==> src/rtl/calc_sequencer.sv <==
// rtl/calc_sequencer.sv - keypad-driven operand/operator sequencer with ALU start/done handshake
module calc_sequencer #(
    parameter int TIMEOUT = 1024
) (
    input  logic        clk,
    input  logic        rst,
    input  logic        key_valid,
    input  logic [3:0]  key_code,
    input  logic        alu_done,
    input  logic [13:0] alu_result,
    input  logic        alu_neg,
    output logic [6:0]  op_a,
    output logic [6:0]  op_b,
    output logic [1:0]  op_sel,
    output logic        alu_start,
    output logic [13:0] result,
    output logic        result_neg,
    output logic        result_valid,
    output logic        entry_b,
    output logic        busy,
    output logic        error
);

    localparam int TW = (TIMEOUT > 2) ? $clog2(TIMEOUT) : 1;
    localparam logic [TW-1:0] TMR_LAST = TW'(TIMEOUT - 1);

    typedef enum logic [2:0] {
        S_ENTER_A = 3'd0,
        S_ENTER_B = 3'd1,
        S_ISSUE   = 3'd2,
        S_WAIT    = 3'd3,
        S_SHOW    = 3'd4,
        S_ERR     = 3'd5
    } state_t;

    state_t        state, state_n;
    logic [6:0]    a_q, a_n, b_q, b_n;
    logic [1:0]    ca_q, ca_n, cb_q, cb_n;
    logic [1:0]    sel_q, sel_n;
    logic [13:0]   res_q, res_n;
    logic          neg_q, neg_n;
    logic [TW-1:0] tmr_q, tmr_n;

    logic       is_digit, is_op, is_clear, is_eq, do_clear;
    logic [1:0] key_op;

    assign is_digit = key_valid && (key_code < 4'd10);
    assign is_op    = key_valid && (key_code >= 4'd10) && (key_code <= 4'd12);
    assign is_clear = key_valid && (key_code == 4'd13);
    assign is_eq    = key_valid && (key_code == 4'd14);
    // Codes 10/11/12 map to 00/01/10 by subtracting 2 from the low bits.
    assign key_op   = key_code[1:0] - 2'd2;

    // Callers only shift in while the count is below 2, so v is at most 9 here.
    function automatic logic [6:0] shift_in(input logic [6:0] v, input logic [3:0] d);
        return 7'(v * 7'd10) + {3'b000, d};
    endfunction

    always_comb begin
        state_n  = state;
        a_n      = a_q;
        b_n      = b_q;
        ca_n     = ca_q;
        cb_n     = cb_q;
        sel_n    = sel_q;
        res_n    = res_q;
        neg_n    = neg_q;
        tmr_n    = tmr_q;
        do_clear = 1'b0;
        unique case (state)
            S_ENTER_A: begin
                if (is_digit) begin
                    if (ca_q < 2'd2) begin
                        a_n  = shift_in(a_q, key_code);
                        ca_n = ca_q + 2'd1;
                    end
                end else if (is_op) begin
                    sel_n   = key_op;
                    b_n     = '0;
                    cb_n    = '0;
                    state_n = S_ENTER_B;
                end else if (is_clear) begin
                    a_n  = '0;
                    ca_n = '0;
                end
            end
            S_ENTER_B: begin
                if (is_digit) begin
                    if (cb_q < 2'd2) begin
                        b_n  = shift_in(b_q, key_code);
                        cb_n = cb_q + 2'd1;
                    end
                end else if (is_op) begin
                    sel_n = key_op;
                end else if (is_eq) begin
                    state_n = S_ISSUE;
                end else if (is_clear) begin
                    do_clear = 1'b1;
                end
            end
            S_ISSUE: begin
                tmr_n   = '0;
                state_n = S_WAIT;
            end
            S_WAIT: begin
                // Clear beats a coincident done; the result is then discarded.
                if (is_clear) begin
                    do_clear = 1'b1;
                end else if (alu_done) begin
                    res_n   = alu_result;
                    neg_n   = alu_neg;
                    state_n = S_SHOW;
                end else if (tmr_q == TMR_LAST) begin
                    state_n = S_ERR;
                end else begin
                    tmr_n = tmr_q + 1'b1;
                end
            end
            S_SHOW: begin
                if (is_digit) begin
                    a_n     = {3'b000, key_code};
                    ca_n    = 2'd1;
                    b_n     = '0;
                    cb_n    = '0;
                    state_n = S_ENTER_A;
                end else if (is_op) begin
                    // Only a non-negative two-digit result can become operand A.
                    if (!neg_q && (res_q <= 14'd99)) begin
                        a_n     = res_q[6:0];
                        ca_n    = 2'd2;
                        sel_n   = key_op;
                        b_n     = '0;
                        cb_n    = '0;
                        state_n = S_ENTER_B;
                    end
                end else if (is_clear) begin
                    do_clear = 1'b1;
                end
            end
            S_ERR: begin
                if (is_clear) begin
                    do_clear = 1'b1;
                end
            end
            default: state_n = S_ENTER_A;
        endcase
        if (do_clear) begin
            a_n     = '0;
            b_n     = '0;
            ca_n    = '0;
            cb_n    = '0;
            sel_n   = '0;
            res_n   = '0;
            neg_n   = 1'b0;
            state_n = S_ENTER_A;
        end
    end

    always_ff @(posedge clk or posedge rst) begin
        if (rst) begin
            state <= S_ENTER_A;
            a_q   <= '0;
            b_q   <= '0;
            ca_q  <= '0;
            cb_q  <= '0;
            sel_q <= '0;
            res_q <= '0;
            neg_q <= 1'b0;
            tmr_q <= '0;
        end else begin
            state <= state_n;
            a_q   <= a_n;
            b_q   <= b_n;
            ca_q  <= ca_n;
            cb_q  <= cb_n;
            sel_q <= sel_n;
            res_q <= res_n;
            neg_q <= neg_n;
            tmr_q <= tmr_n;
        end
    end

    // Status outputs decode the state register only, so no input reaches an output combinationally.
    assign op_a         = a_q;
    assign op_b         = b_q;
    assign op_sel       = sel_q;
    assign result       = res_q;
    assign result_neg   = neg_q;
    assign alu_start    = (state == S_ISSUE);
    assign result_valid = (state == S_SHOW);
    assign entry_b      = (state == S_ENTER_B);
    assign busy         = (state == S_ISSUE) || (state == S_WAIT);
    assign error        = (state == S_ERR);

endmodule

==> config.mk <==
export PLATFORM = sky130hd
export DESIGN_NAME = calc_sequencer
export DESIGN_NICKNAME = d
export VERILOG_FILES = /design/src/rtl/calc_sequencer.sv
export SDC_FILE = /design/constraint.sdc
export NUM_CORES = 1
export LEC_CHECK = 0
export ABC_AREA = 1
export CAP_MARGIN = 10
export CORE_MARGIN = 10
export CORE_UTILIZATION = 36
export CTS_CLUSTER_SIZE = 8
export DETAILED_ROUTE_END_ITERATION = 10
export SLEW_MARGIN = 20
export SYNTH_ARGS = -nofsm -noshare
export SYNTH_HDL_FRONTEND = slang
export SYNTH_SLANG_ARGS = --single-unit
==> constraint.sdc <==
create_clock -name clk -period 2.55 [get_ports clk]
set_clock_uncertainty 0.2 [all_clocks]
set_input_delay 0.3825 -clock clk [delete_from_list [all_inputs] [get_ports clk]]
set_output_delay 0.3825 -clock clk [all_outputs]
set_load 0.01 [all_outputs]
---- Word level (Yosys, flattened, before mapping) ----
Cells that the tools add are included.
operators by class
  multiplexer cells ....................... 75
  $mul .................................... 2
  magnitude comparators ................... 6
  equal/unequal tests ..................... 32
  reductions and logical operators ........ 23
  add/sub/neg operators ................... 6
operators with widths
  operator                 count
  $mux W7                  16
  $mux W14                 4
  $mux W2                  22
  $mux W3                  12
  $mux W10                 3
  $pmux W7 S3              1
  $pmux W10 S2             1
  $ne A3 B1 Y1 const B     6
  $pmux W3 S6              1
  $ne A4 B4 Y1 const B     4
  $add A7 B4 Y7            2
  $le A14 B7 Y1 const B    1
  $mul A7 B3 Y6 const B    2
  $pmux W7 S2              1
  $ne A3 B2 Y1 const B     4
  $reduce_and A6 Y1        2
  $add A10 B1 Y10 const B  1
  $eq A10 B10 Y1 const B   1
  $mux W1                  10
  $reduce_and A10 Y1       1
  $ne A3 B3 Y1 const B     3
  $eq A4 B4 Y1 const B     2
  $ne A4 B1 Y1 const B     2
  $pmux W2 S2              2
  24 further kinds         40
storage, ports and cells
  bits of input ports ..................... 23
  register bits after elaboration ......... 48
  logic and storage cells ................. 153

---- Depth between registers and ports, before layout ----
  depth after elaboration ................. 9
  depth in mapped cells ................... 13
  depth with buffers taken out ............ 13

---- Least setup slack after synthesis ----
Ideal clock, no wire load.
  kind .................................... register to register
  start ................................... reg b_q[3] (netlist: op_b[3])
  end ..................................... reg b_q[6] (netlist: op_b[6])
  setup time .............................. 65 ps
  required time ........................... 2285 ps
  buffers on the path ..................... 0
  stages on the path, launching flop included .. 12
  setup slack ............................. 266 ps
  arrival time ............................ 2019 ps
  cells stage by stage .................... dfrtp_1 ha_1 ha_1 inv_1 fa_1 nor2_1 nand4_1 nand2_1 nand3_1 a21oi_1 nand3_1 nand2_1
on the way
  longest elaborated chain between the ends .. 6
ends and longest elaborated chain
  item                    RTL line  text
  start, declared         37        logic [6:0] a_q, a_n, b_q, b_n;
  start signal, assigned  173       b_q <= b_n;
  $mul A7 B3 Y6           56        return 7'(v * 7'd10) + {3'b000, d};
  $add A7 B4 Y7           56
  $mux W7                 89        if (cb_q < 2'd2) begin
  $mux W7                 88        if (is_digit) begin
  $pmux W7 S3             70        unique case (state)
  $mux W7                 147       if (do_clear) begin
No other way between the ends. The select of a mux whose other input is x is not followed.
A chain may end at the register's enable or synchronous reset.

---- Worst setup path after layout ----
  start ................................... reg b_q[1] (netlist: op_b[1])
  end ..................................... reg b_q[6] (netlist: op_b[6])
The elaborated chain is that of the path after synthesis.

==> flow_metrics.py <==
metrics = {
    "outcome": {
        "outcome": "complete, no violations",
    },
    "placement": {
        "dp_hpwl_mm": 6.99,
        "gp_congestion": 0.855,
        "place_inst": 657,
        "io_buffers": 58,
        "dpl_cell_area_sq_mm": 0.00422,
        "dp_slack_ns": -0.00531,
    },
    "logic_synthesis": {
        "syn-cell-area_sq_mm": 0.00336,
        "synth_cell_types": 30,
        "synthesis.nets": 516,
        "avgSynthCellArea_sq_um": 7.08,
        "yosysSeqAreaShare_pct": 35.8,
        "ys_seq_elements": 48,
        "yosys_warnings": 0,
        "synthCells": 474,
    },
    "cts": {
        "clk-insertion-delay-late_ns": 0.30,
        "cts_root_buffer": "clkbuf_8",
        "cts_buffers": 5,
        "cts.path.max_buffers": 2,
        "ctsHoldBuffers": 0,
        "clkSinkCount": 48,
        "cts.clk_slew.worst_paths_ns": 0.10,
        "cts-htree-levels": 2,
        "tritoncts": "built",
    },
    "timing": {
        "finalHoldWorstSlack_ns": 0.228,
        "fin_crit_sh_pct": 94.0,
        "tightest_slew_ns": 0.389,
        "setup_slack_ns": 0.152,
        "fmax_ghz": 0.417,
        "period_needed_ns": 2.40,
        "slew_headroom_pct": 74.0,
        "setup_violations": 0,
        "tns_ns": 0,
        "finalHoldViolations": 0,
        "maxSlewViolCount": 0,
    },
    "run": {
        "drv_cap": 0,
    },
    "routing": {
        "post_drt_wl_per_cell_um": 13.4,
        "via_count": 3240,
        "drt-total-wl_mm": 8.92,
        "first_pass_iters": 4,
        "drt_iter0_drc": 147,
        "drc": 0,
        "vias_per_cell": 4.86,
        "drtAntennaViolNets": 0,
    },
    "floorplan": {
        "ioPinCount": 59,
        "die_area_sq_mm": 0.0136,
        "num_rows": 35,
        "core-area_sq_mm": 0.00915,
        "die_h_um": 117,
        "chipWidth_um": 117,
        "start_util_pct": 36.7,
    },
    "grt": {
        "grt_first_pass_wirelength_mm": 15.2,
        "grt.total_usage_pct": 13.6,
        "overflow": 0,
        "grt_max_degree": 49,
        "antenna_found_initial": 0,
        "grt_pass1_vias": 3214,
    },
    "power_and_ir_drop": {
        "peakVddDrop_v": 0.000466,
        "power_mw": 4.92,
        "leakage_nw": 2.23,
        "p_per_area_mw_per_mm2": 1120,
    },
    "setup_path": {
        "r2r-start": "op_b[1]",
        "critPathSlowestCell": "fa_1",
        "reg2reg_setup_slack_ns": 0.15,
        "startpoint_type": "flip-flop",
        "worstPathMaxFanout": 2,
        "crit_required_ns": 2.59,
        "slowest_delay_ns": 0.45,
        "cp.arrival_ns": 2.44,
        "rr_worst_depth": 11,
        "timing.rr.end": "op_b[6]",
        "critical_path.cell_chain": "ha_1 -> ha_1 -> inv_1 -> fa_1 -> nor2_1 -> nand4_1 -> nand2_1 -> nand3_1 -> a21oi_2 -> nand3_1 -> nand2_1",
        "path_class": "flip-flop to flip-flop",
        "cp-end-kind": "flip-flop",
    },
    "cells_and_area": {
        "n_antenna_cell": 0,
        "instances_no_fill": 666,
        "final_util_pct": 48.0,
        "design_area_sq_mm": 0.00439,
        "drive_above_1_share_pct": 9.37,
        "fin_nets": 596,
        "syn2layout_area_growth_pct": 30.8,
    },
    "hold_path": {
        "hold_class": "primary input to async pin",
    },
}
## flip-flops by register name, summed over array words and instances (netlist names), 2 cells and up
| signal | flops |
|---|---|
| op_b | 7 |
| op_a | 7 |
| op_sel | 2 |
| tmr_q | 10 |
| state | 3 |
| result | 14 |
| cb_q | 2 |
| ca_q | 2 |
## cells in the mapped netlist (all sizes together)
master | n | area share [%]
xor2 | 10 | 2.6
clkbuf | 2 | 0.22
nand2 | 154 | 18
dfrtp | 48 | 36
nor3 | 2 | 0.30
ha | 15 | 5.6
o22ai | 1 | 0.19
nand3 | 55 | 8.6
inv | 67 | 7.5
nand3b | 2 | 0.45
xnor2 | 8 | 2.1
a21oi | 9 | 1.3
nor3b | 2 | 0.45
o21ai | 29 | 5.0
a31oi | 2 | 0.37
o211ai | 3 | 0.67
fa | 4 | 2.4
nor2 | 49 | 6.3
buf | 5 | 0.93
nand4 | 7 | 1.3
## layout make-up
cell class / count / area [sq um]
inverter: 67 / 251
fill: 912 / 4760
tap: 111 / 139
multi-input combinational: 352 / 1870
sequential: 48 / 1200
clock inverter: 3 / 90.1
timing repair buffer: 80 / 773
clock buffer: 5 / 68.8
## worst max-delay path, delay by kind of cell, from the launching register on
kind                     cells  cell delay (ns)
adder cells (fa/ha/maj)      3             0.94
AND/OR/NAND/NOR              6             0.60
flip-flops                   1             0.39
AO/OA/AOI/OAI                1             0.14
buffers and inverters        1             0.07
## cell families (layout without fill, tap and decap cells)
group	after synthesis	count (layout)	share of synthesized area, %
xor gates and xnor gates	18	18	4.69
buffers and inverters	74	155	8.64
AOI/OAI and AO/OA	44	44	7.56
adders and majority gates	19	19	7.97
DFF	48	48	35.8
and+or+nand+nor	271	271	35.4
## layer usage
metal / routed length, um / GRT usage, % / vias to the layer above
met1: 4280 / 18.1 / 1490
met2: 3940 / 22.0 / 80
li1: - / - / 1659
met4: 100 / 2.72 / 0
met3: 603 / 3.34 / 11
met5: 0 / 0 / -
## how the worst max path moves through the flow
stage / start / end / slack (ns) / depth (start not counted)
after global placement: key_code[2] / op_b[5] / 0.07 / 10
after detailed placement: key_code[2] / op_b[5] / -0.005 / 10
final: op_b[1] / op_b[6] / 0.15 / 11
after CTS: op_b[1] / op_b[6] / 0.12 / 11
after floorplan: op_b[3] / op_b[6] / 0.27 / 11
after global routing: op_b[1] / op_b[6] / -0.02 / 11
## power breakdown
group / leakage (nW) / switching [mW] / internal [mW]
sequential: 0.630 / 0.239 / 1.04
combinational: 1.52 / 1.63 / 1.25
clock: 0.0784 / 0.273 / 0.490
total: 2.23 / 2.14 / 2.78
## placed cells by master (no fill, tap or decap), types with 3 or more instances in the layout
master / count
ha_1: 15
nand3_2: 3
nand2_4: 3
clkbuf_8: 5
buf_4: 20
xnor2_1: 8
o21ai_2: 6
inv_1: 62
nand3_1: 52
clkdlybuf4s50_1: 57
o211ai_1: 3
a21oi_1: 8
nand4_1: 7
bufinv_16: 3
xor2_1: 10
nor2_1: 46
dfrtp_1: 48
inv_2: 5
fa_1: 4
nand2_1: 150
o21ai_0: 20
o21ai_1: 3
## repair_timing
| action | in CTS | in global routing |
|---|---|---|
| resized for setup | 0 | 2 |
| hold endpoints to repair | 0 | 0 |
| setup endpoints to repair | 0 | 2 |
| buffers inserted | 0 | 1 |
Power figures use the tool's default switching activity.
